## config.mk

```make
export PLATFORM = sky130hd
export DESIGN_NAME = ocp_slave_fsm
export DESIGN_NICKNAME = d
export VERILOG_FILES = /design/src/rtl/ocp_slave_fsm.sv
export SDC_FILE = /design/constraint.sdc
export NUM_CORES = 1
export LEC_CHECK = 0
export BUFFER_PORTS_ARGS = -buffer_cell sky130_fd_sc_hd__buf_2
export CAP_MARGIN = 10
export CORE_MARGIN = 2
export CORE_UTILIZATION = 35
export DETAILED_ROUTE_END_ITERATION = 10
export PLACE_DENSITY = 0.49
export SYNTH_ARGS = -nofsm -noshare
export SYNTH_HDL_FRONTEND = slang
export SYNTH_SLANG_ARGS = --single-unit
```

## constraint.sdc

```tcl
create_clock -name Clk -period 2.55 [get_ports Clk]
set_input_delay 0 -clock Clk [delete_from_list [all_inputs] [get_ports Clk]]
set_output_delay 0 -clock Clk [all_outputs]
set_load 0.01 [all_outputs]
```

## src/rtl/ocp_slave_fsm.sv

```systemverilog
// OCP slave with burst FSM, optional accept stall and a small word memory.
// Define OCP_SLAVE_ERR_EN to report ERR for unsupported commands and out-of-range addresses.
module ocp_slave_fsm #(
  parameter int unsigned MEM_DEPTH   = 16,
  parameter int unsigned ACCEPT_WAIT = 0,
  parameter int unsigned MADDR_WIDTH = 64,
  parameter int unsigned MDATA_WIDTH = 8,
  parameter int unsigned SDATA_WIDTH = 8
) (
  input  logic                   Clk,
  input  logic                   reset,
  input  logic [2:0]             MCmd,
  input  logic [MADDR_WIDTH-1:0] MAddr,
  input  logic [MDATA_WIDTH-1:0] MData,
  input  logic [9:0]             MBurstLength,
  input  logic                   MReqLast,
  output logic                   SCmdAccept,
  output logic [1:0]             SResp,
  output logic [SDATA_WIDTH-1:0] SData,
  output logic                   SRespLast
);

  localparam int unsigned IDX_W = $clog2(MEM_DEPTH);

  localparam logic [2:0] CMD_IDLE = 3'b000;
  localparam logic [2:0] CMD_WR   = 3'b001;
  localparam logic [2:0] CMD_RD   = 3'b010;
  localparam logic [2:0] CMD_RDEX = 3'b011;
  localparam logic [2:0] CMD_RDL  = 3'b100;

  localparam logic [1:0] RESP_NULL = 2'b00;
  localparam logic [1:0] RESP_DVA  = 2'b01;
  localparam logic [1:0] RESP_ERR  = 2'b11;

  typedef enum logic [1:0] {S_IDLE = 2'd0, S_WAIT = 2'd1, S_BURST = 2'd2} state_e;

  state_e                 r_state, w_state_nxt;
  logic [2:0]             r_stall_cnt, w_stall_nxt;
  logic [9:0]             r_beat_cnt;
  logic [9:0]             r_burst_len;
  logic [MDATA_WIDTH-1:0] r_mem [MEM_DEPTH];
  logic [1:0]             r_sresp;
  logic [SDATA_WIDTH-1:0] r_sdata;
  logic                   r_sresp_last;

  logic             w_cmd_valid, w_accept, w_first, w_last;
  logic [IDX_W-1:0] w_idx;
  logic             w_addr_hi_nz, w_is_rd, w_is_wr, w_do_write, w_dva, w_err_resp;
  logic [9:0]       w_len;
  logic             w_unused_addr;

  assign w_cmd_valid   = (MCmd != CMD_IDLE);
  assign w_idx         = MAddr[IDX_W+1:2];
  assign w_addr_hi_nz  = |MAddr[MADDR_WIDTH-1:IDX_W+2];
  assign w_unused_addr = ^MAddr[1:0];
  assign w_len         = (MBurstLength == 10'd0) ? 10'd1 : MBurstLength;

`ifdef OCP_SLAVE_ERR_EN
  assign w_is_rd    = (MCmd == CMD_RD);
  assign w_is_wr    = (MCmd == CMD_WR);
  assign w_do_write = w_is_wr && !w_addr_hi_nz;
  assign w_err_resp = (w_cmd_valid && !w_is_rd && !w_is_wr) || (w_is_rd && w_addr_hi_nz);
`else
  // Upper address bits are ignored here; the index simply wraps.
  assign w_is_rd    = (MCmd == CMD_RD) || (MCmd == CMD_RDEX) || (MCmd == CMD_RDL);
  assign w_is_wr    = w_cmd_valid && !w_is_rd;
  assign w_do_write = w_is_wr && !(w_addr_hi_nz && 1'b0);
  assign w_err_resp = 1'b0;
`endif
  assign w_dva = w_is_rd && !w_err_resp;

  always_comb begin
    w_accept    = 1'b0;
    w_first     = 1'b0;
    w_last      = 1'b0;
    w_state_nxt = r_state;
    w_stall_nxt = r_stall_cnt;
    unique case (r_state)
      S_IDLE: begin
        if (w_cmd_valid) begin
          if (ACCEPT_WAIT == 0) begin
            w_accept = 1'b1;
            w_first  = 1'b1;
          end else begin
            w_stall_nxt = 3'(ACCEPT_WAIT - 1);
            w_state_nxt = S_WAIT;
          end
        end
      end
      S_WAIT: begin
        if (!w_cmd_valid) begin
          w_stall_nxt = 3'd0;
          w_state_nxt = S_IDLE;
        end else if (r_stall_cnt == 3'd0) begin
          w_accept = 1'b1;
          w_first  = 1'b1;
        end else begin
          w_stall_nxt = r_stall_cnt - 3'd1;
        end
      end
      S_BURST: w_accept = w_cmd_valid;
      default: w_state_nxt = S_IDLE;
    endcase

    if (reset) w_accept = 1'b0;

    if (w_accept) begin
      if (w_first) w_last = !((w_len > 10'd1) && !MReqLast);
      else         w_last = ((r_beat_cnt + 10'd1) == r_burst_len) || MReqLast;
      w_state_nxt = w_last ? S_IDLE : S_BURST;
    end
  end

  assign SCmdAccept = w_accept;
  assign SResp      = r_sresp;
  assign SData      = r_sdata;
  assign SRespLast  = r_sresp_last;

  always_ff @(posedge Clk) begin
    if (reset) begin
      r_state      <= S_IDLE;
      r_stall_cnt  <= 3'd0;
      r_beat_cnt   <= 10'd0;
      r_burst_len  <= 10'd0;
      r_sresp      <= RESP_NULL;
      r_sdata      <= '0;
      r_sresp_last <= 1'b0;
      for (int i = 0; i < int'(MEM_DEPTH); i++) r_mem[i] <= '0;
    end else begin
      r_state      <= w_state_nxt;
      r_stall_cnt  <= w_stall_nxt;
      r_sresp      <= RESP_NULL;
      r_sdata      <= '0;
      r_sresp_last <= 1'b0;
      if (w_accept) begin
        if (w_first) begin
          r_burst_len <= w_len;
          r_beat_cnt  <= 10'd1;
        end else begin
          r_beat_cnt  <= r_beat_cnt + 10'd1;
        end
        if (w_do_write) r_mem[w_idx] <= MData;
        if (w_dva) begin
          r_sresp      <= RESP_DVA;
          r_sdata      <= SDATA_WIDTH'(r_mem[w_idx]);
          r_sresp_last <= w_last;
        end else if (w_err_resp) begin
          r_sresp      <= RESP_ERR;
          r_sresp_last <= w_last;
        end
      end
    end
  end

endmodule
```

; Word level (Yosys, flattened, before mapping)
; Memory sizes are Yosys's and may differ from the RTL's. A register that Yosys moved wholly into a read port is not among the register bits.
; Cells that the tools add are included.
[totals]
latchBits = 0
memories = 1
ram_bits = 128
input_bits = 88
regBits = 28
out_inout_bits = 12
word_cells = 66
romBits = 0
[op_classes]
n_bitwise = 2
eq_ne = 9
n_shift = 0
div = 0
mul = 0
mux = 26
addsub = 2
reduce_logical = 19
magnitude_cmp = 1
[mem_list]
columns = name, words, width, read_ports, rd_clocked_by_memory_dff, write_ports, line_no
row1 = r_mem, 16, 8, 1, 1, 16, 41  ; logic [MDATA_WIDTH-1:0] r_mem [MEM_DEPTH];
[ops]
columns = op, count
row1 = 10-bit two-way mux, 2
row2 = 1-bit two-way mux, 14
row3 = "10-bit by 1-bit adder with 10-bit output, second input constant", 1
row4 = 10-bit equality test, 1
row5 = "10-bit by 1-bit > comparator with 1-bit output, second input constant", 1
row6 = 10-bit logical NOT, 1
row7 = 8-bit two-way mux, 1
row8 = 8-bit OR reduction, 1
row9 = "3-bit by 2-bit equality test with 1-bit output, second input constant", 2
row10 = 2-bit two-way mux, 3
row11 = 3-bit two-way mux, 2
row12 = 2-bit AND reduction, 3
row13 = 4-bit two-way mux, 1
row14 = 2-bit one-hot mux with 2 select lines, 1
row15 = 2-bit OR reduction, 2
row16 = "3-bit equality test, second input constant", 1
row17 = 1-bit logical NOT, 3
row18 = 3-bit logical NOT, 1
row19 = 1-bit logical OR, 3
row20 = "3-bit inequality test, second input constant", 1
row21 = 1-bit one-hot mux with 3 select lines, 1
row22 = 3-bit nonzero test, 1
row23 = 3-bit OR reduction, 1
row24 = "3-bit by 1-bit subtractor with 3-bit output, second input constant", 1
row25 = 8 further kinds, 10

; Logic depth before layout (Yosys ltp)
[depth]
word_depth = 11
ltp_mapped = 7
mapped_depth_nobuf = 7

; Least setup slack after synthesis
; No wires, ideal clock.
[synth_path]
kind = register to register
startpoint = register r_beat_cnt[0]
endpoint = register r_state[1]
path_buffers = 0
setup_time_ps = 125
required_ps = 2425
t_arrival_ps = 1538
period_less_slack_ps = 1664
path_stages_with_launch = 7
slack_ps = 886
path_cell_list = dfxtp_1 > ha_1 > nor2b_1 > o311ai_0 > o21ai_0 > nor4_2 > o31ai_1
[synth_between]
elab_chain_len = 7
[synth_rtl]
columns = item, line_no
row1 = start: declaration, 39  ; logic [9:0] r_beat_cnt;
row2 = start signal: assignment, 140  ; r_beat_cnt <= r_beat_cnt + 10'd1;
row3 = 10-bit by 1-bit adder with 10-bit output, 109  ; else w_last = ((r_beat_cnt + 10'd1) == r_burst_len) || MReqLast;
row4 = 10-bit equality test, 109
row5 = 1-bit logical OR, 109
row6 = 1-bit two-way mux, 108  ; if (w_first) w_last = !((w_len > 10'd1) && !MReqLast);
row7 = 1-bit two-way mux, 107  ; if (w_accept) begin
row8 = 2-bit two-way mux, 110  ; w_state_nxt = w_last ? S_IDLE : S_BURST;
row9 = 2-bit two-way mux, 107
row10 = end signal: assignment, 130  ; r_state <= w_state_nxt;
row11 = end: declaration, 37  ; state_e r_state, w_state_nxt;
; Every way passes these cells. The select of a mux whose other input is x is not followed.
; A chain may end at the register's enable or synchronous reset.

; Worst setup path in the final report
; Same ends and word-level chain as after synthesis.

==> flow_summary.yaml <==
logic_synthesis:
  yosysWarnings: 0
  syn_inst: 537
  synth.largest_area_cell: "edfxtp_1"
  synthTopCellsByArea: "edfxtp_1, mux4_2, and2_1"
  synth.cell_area_mm2: 0.007396
  synth_top_area_share_pct: 51.97
  synth-edff-count: 128
  yosys_register_bits: 159
  syn-num-nets: 626
  syn_avg_cell_area_um2: 13.77
  synth_cell_type_count: 48
  seq_area_frac_synth_pct: 60.36
  ys.flop_type: "edfxtp_1"
  async_flop_share_pct: 0
pwr:
  power_mw: 6.063
  p_leak_nw: 3.164
  power_density_mw_per_mm2: 694.1
  vdd_ir_drop_max_v: 0.0003860
routing:
  first_iter_violations: 307
  wl_per_cell_um: 20.40
  postRouteAntennaNets: 0
  finalWirelength_mm: 18.11
  drc: 0
  first_pass_iters: 4
  via_count: 4501
  vias_per_cell: 5.069
flow_run:
  cap_violations: 0
sta:
  slew_headroom_pct: 35.51
  period_minus_slack_ps: 2316
  fin_skew_ps: 15.42
  setup_viol_count_final: 0
  whs_ps: 85.71
  hold_viol_final: 0
  drv_slew: 0
  max_freq_ghz: 0.4317
  rsz0062_at_grt: "false"
  tns_ps: 0
  worst_pin_slew_ps: 959.9
  fin_crit_sh_pct: 90.84
clock_network:
  cts_setup_buffers: 0
  clockRootBuffer: "clkbuf_16"
  tritoncts: "done"
  h-tree-depth: 4
  cts.sinks: 159
  numCtsBuffers: 17
  clk_pin_slew_worst_paths_ps: 70
  clk_latency_ps: 440
  clock_path_buffers: 2
cells_and_area:
  nets: 689
  syn_to_final_growth_pct: 18.10
  drive_gt1_share_pct: 25.61
  final_area_mm2: 0.008735
  final_cell_mix: "and2_1, edfxtp_1, mux4_2"
  antenna_cells: 0
  layout_commonest_cell: "and2_1"
global_route:
  grt_pass1_vias: 4546
  antenna_found_initial: 0
  grtUsageTotal_pct: 17.27
  grt_max_degree: 30
  grt_pass1_wl_mm: 27.42
  overflow: 0
critical_path:
  cp-end-kind: "flop"
  required_ps: 2850
  crit_slowest_cell: "nor4_2"
  crit_type: "flop to flop"
  startpoint_type: "flop"
  cpMostUsedCell: "o21ai_0"
  cp_slowest_stage_delay_ps: 500
  crit_path_cell_trace: "ha_1 -> nor3b_1 -> o21ai_0 -> o311ai_0 -> o21ai_0 -> nor4_2 -> o31ai_1"
  r2r_slack_ps: 230
  cp.arrival_ps: 2620
  cp_max_fo: 7
floorplanning:
  die_height_um: 149.4
  die_area_mm2: 0.02231
  core_area_mm2: 0.02089
  io_pins: 100
  initial_core_util_pct: 35.41
  die_w_um: 149.4
  rows: 53
placed_design:
  place_area_mm2: 0.007979
  numPortBuffers: 38
  dp_hpwl_mm: 12.23
  place.gp.congestion: 0.7643
worst_hold_path:
  min_path_type: "primary input to flop"
outcome:
  status: "finished, final reports clean"
registers in the layout, summed over array words and instances (netlist names):
signal / cells
r_mem: 128
r_burst_len: 10
r_state: 1
SRespLast: 1
SResp: 1
r_beat_cnt: 10
SData: 8
logic make-up after synthesis:
logic type	synth area share (%)
and+or+nand+nor	19.79
DFF	60.36
muxes	12.89
AOI/OAI and AO/OA	3.451
buffers and inverters	1.861
xor gates and xnor gates	1.421
adders and majority gates	0.1691
other	0.05070
per-layer routing:
metal | global-route usage [%] | share of wire (%) | vias up
met2 | 29.27 | 51 | 104
met5 | 0 | 0 | -
met4 | 6.810 | 2.2 | 0
li1 | - | - | 2096
met3 | 3.639 | 4.8 | 28
met1 | 21.62 | 42 | 2273
timing repair:
item	CTS	global route
hold buffers	16	0
endpoints found under the hold margin	13	0
resized for setup	0	0
synth_stat cells, types with 2 or more instances:
| cell | n |
|---|---|
| nor4_1 | 4 |
| nand3_1 | 7 |
| a21oi_1 | 6 |
| clkbuf_1 | 18 |
| nor2b_1 | 5 |
| edfxtp_1 | 128 |
| nand3b_1 | 2 |
| nor3_2 | 2 |
| nand2_1 | 19 |
| mux4_2 | 40 |
| a22oi_1 | 12 |
| and2_1 | 136 |
| xnor2_1 | 8 |
| and3_1 | 3 |
| a21o_1 | 2 |
| mux2_2 | 2 |
| o21a_1 | 2 |
| dfxtp_1 | 31 |
| mux2i_1 | 3 |
| nand2b_1 | 3 |
| or2_2 | 16 |
| nor2_1 | 35 |
| nor3b_2 | 2 |
| or3_1 | 2 |
| xor2_1 | 4 |
| nor3_1 | 7 |
| buf_2 | 11 |
| o21ai_0 | 7 |
critical path, delay by kind of cell (launching register included):
family	cells	cell delay, ps
and+or+nand+nor	2	750
AOI/OAI and AO/OA	4	610
DFF	1	470
adders and majority gates	1	350
worst paths after layout:
path,startpoint,endpoint,cells after the start
hold / removal,MData[0],r_mem[15][0]$_SDFFCE_PN0P_,2
setup / recovery,r_beat_cnt[0]$_SDFFE_PP0P_,r_state[1]$_SDFFE_PP0P_,7
hold reg to reg,r_burst_len[8]$_SDFFE_PP0P_,r_burst_len[8]$_SDFFE_PP0P_,2
setup reg to reg,r_beat_cnt[0]$_SDFFE_PP0P_,r_state[1]$_SDFFE_PP0P_,7
report_power, final:
part | internal [mW] | switching, mW | leakage [nW]
registers | 2.94 | 0.0483 | 1.47
clock network | 1.40 | 1.17 | 0.286
logic | 0.223 | 0.277 | 1.40
total | 4.56 | 1.50 | 3.16
stage by stage:
step	utilization, %	setup WS [ps]	instances
2_1_floorplan	-	886.2	537
3_3_place_gp	38.20	286.4	840
3_5_place_dp	38.20	278.4	840
4_1_cts	41.81	183.1	888
5_1_grt	41.81	22.37	888
6_report	41.81	233.5	888
final cells by class:
cell class	count	area, µm²
timing repair buffer	75	533.0
sequential	159	4464
inverter	1	3.754
multi-input combinational	346	2794
fill	1955	12150
clock inverter	14	166.4
clock buffer	18	429.2
tap	275	344.1
Note: power is estimated with default switching activity, not from simulation.
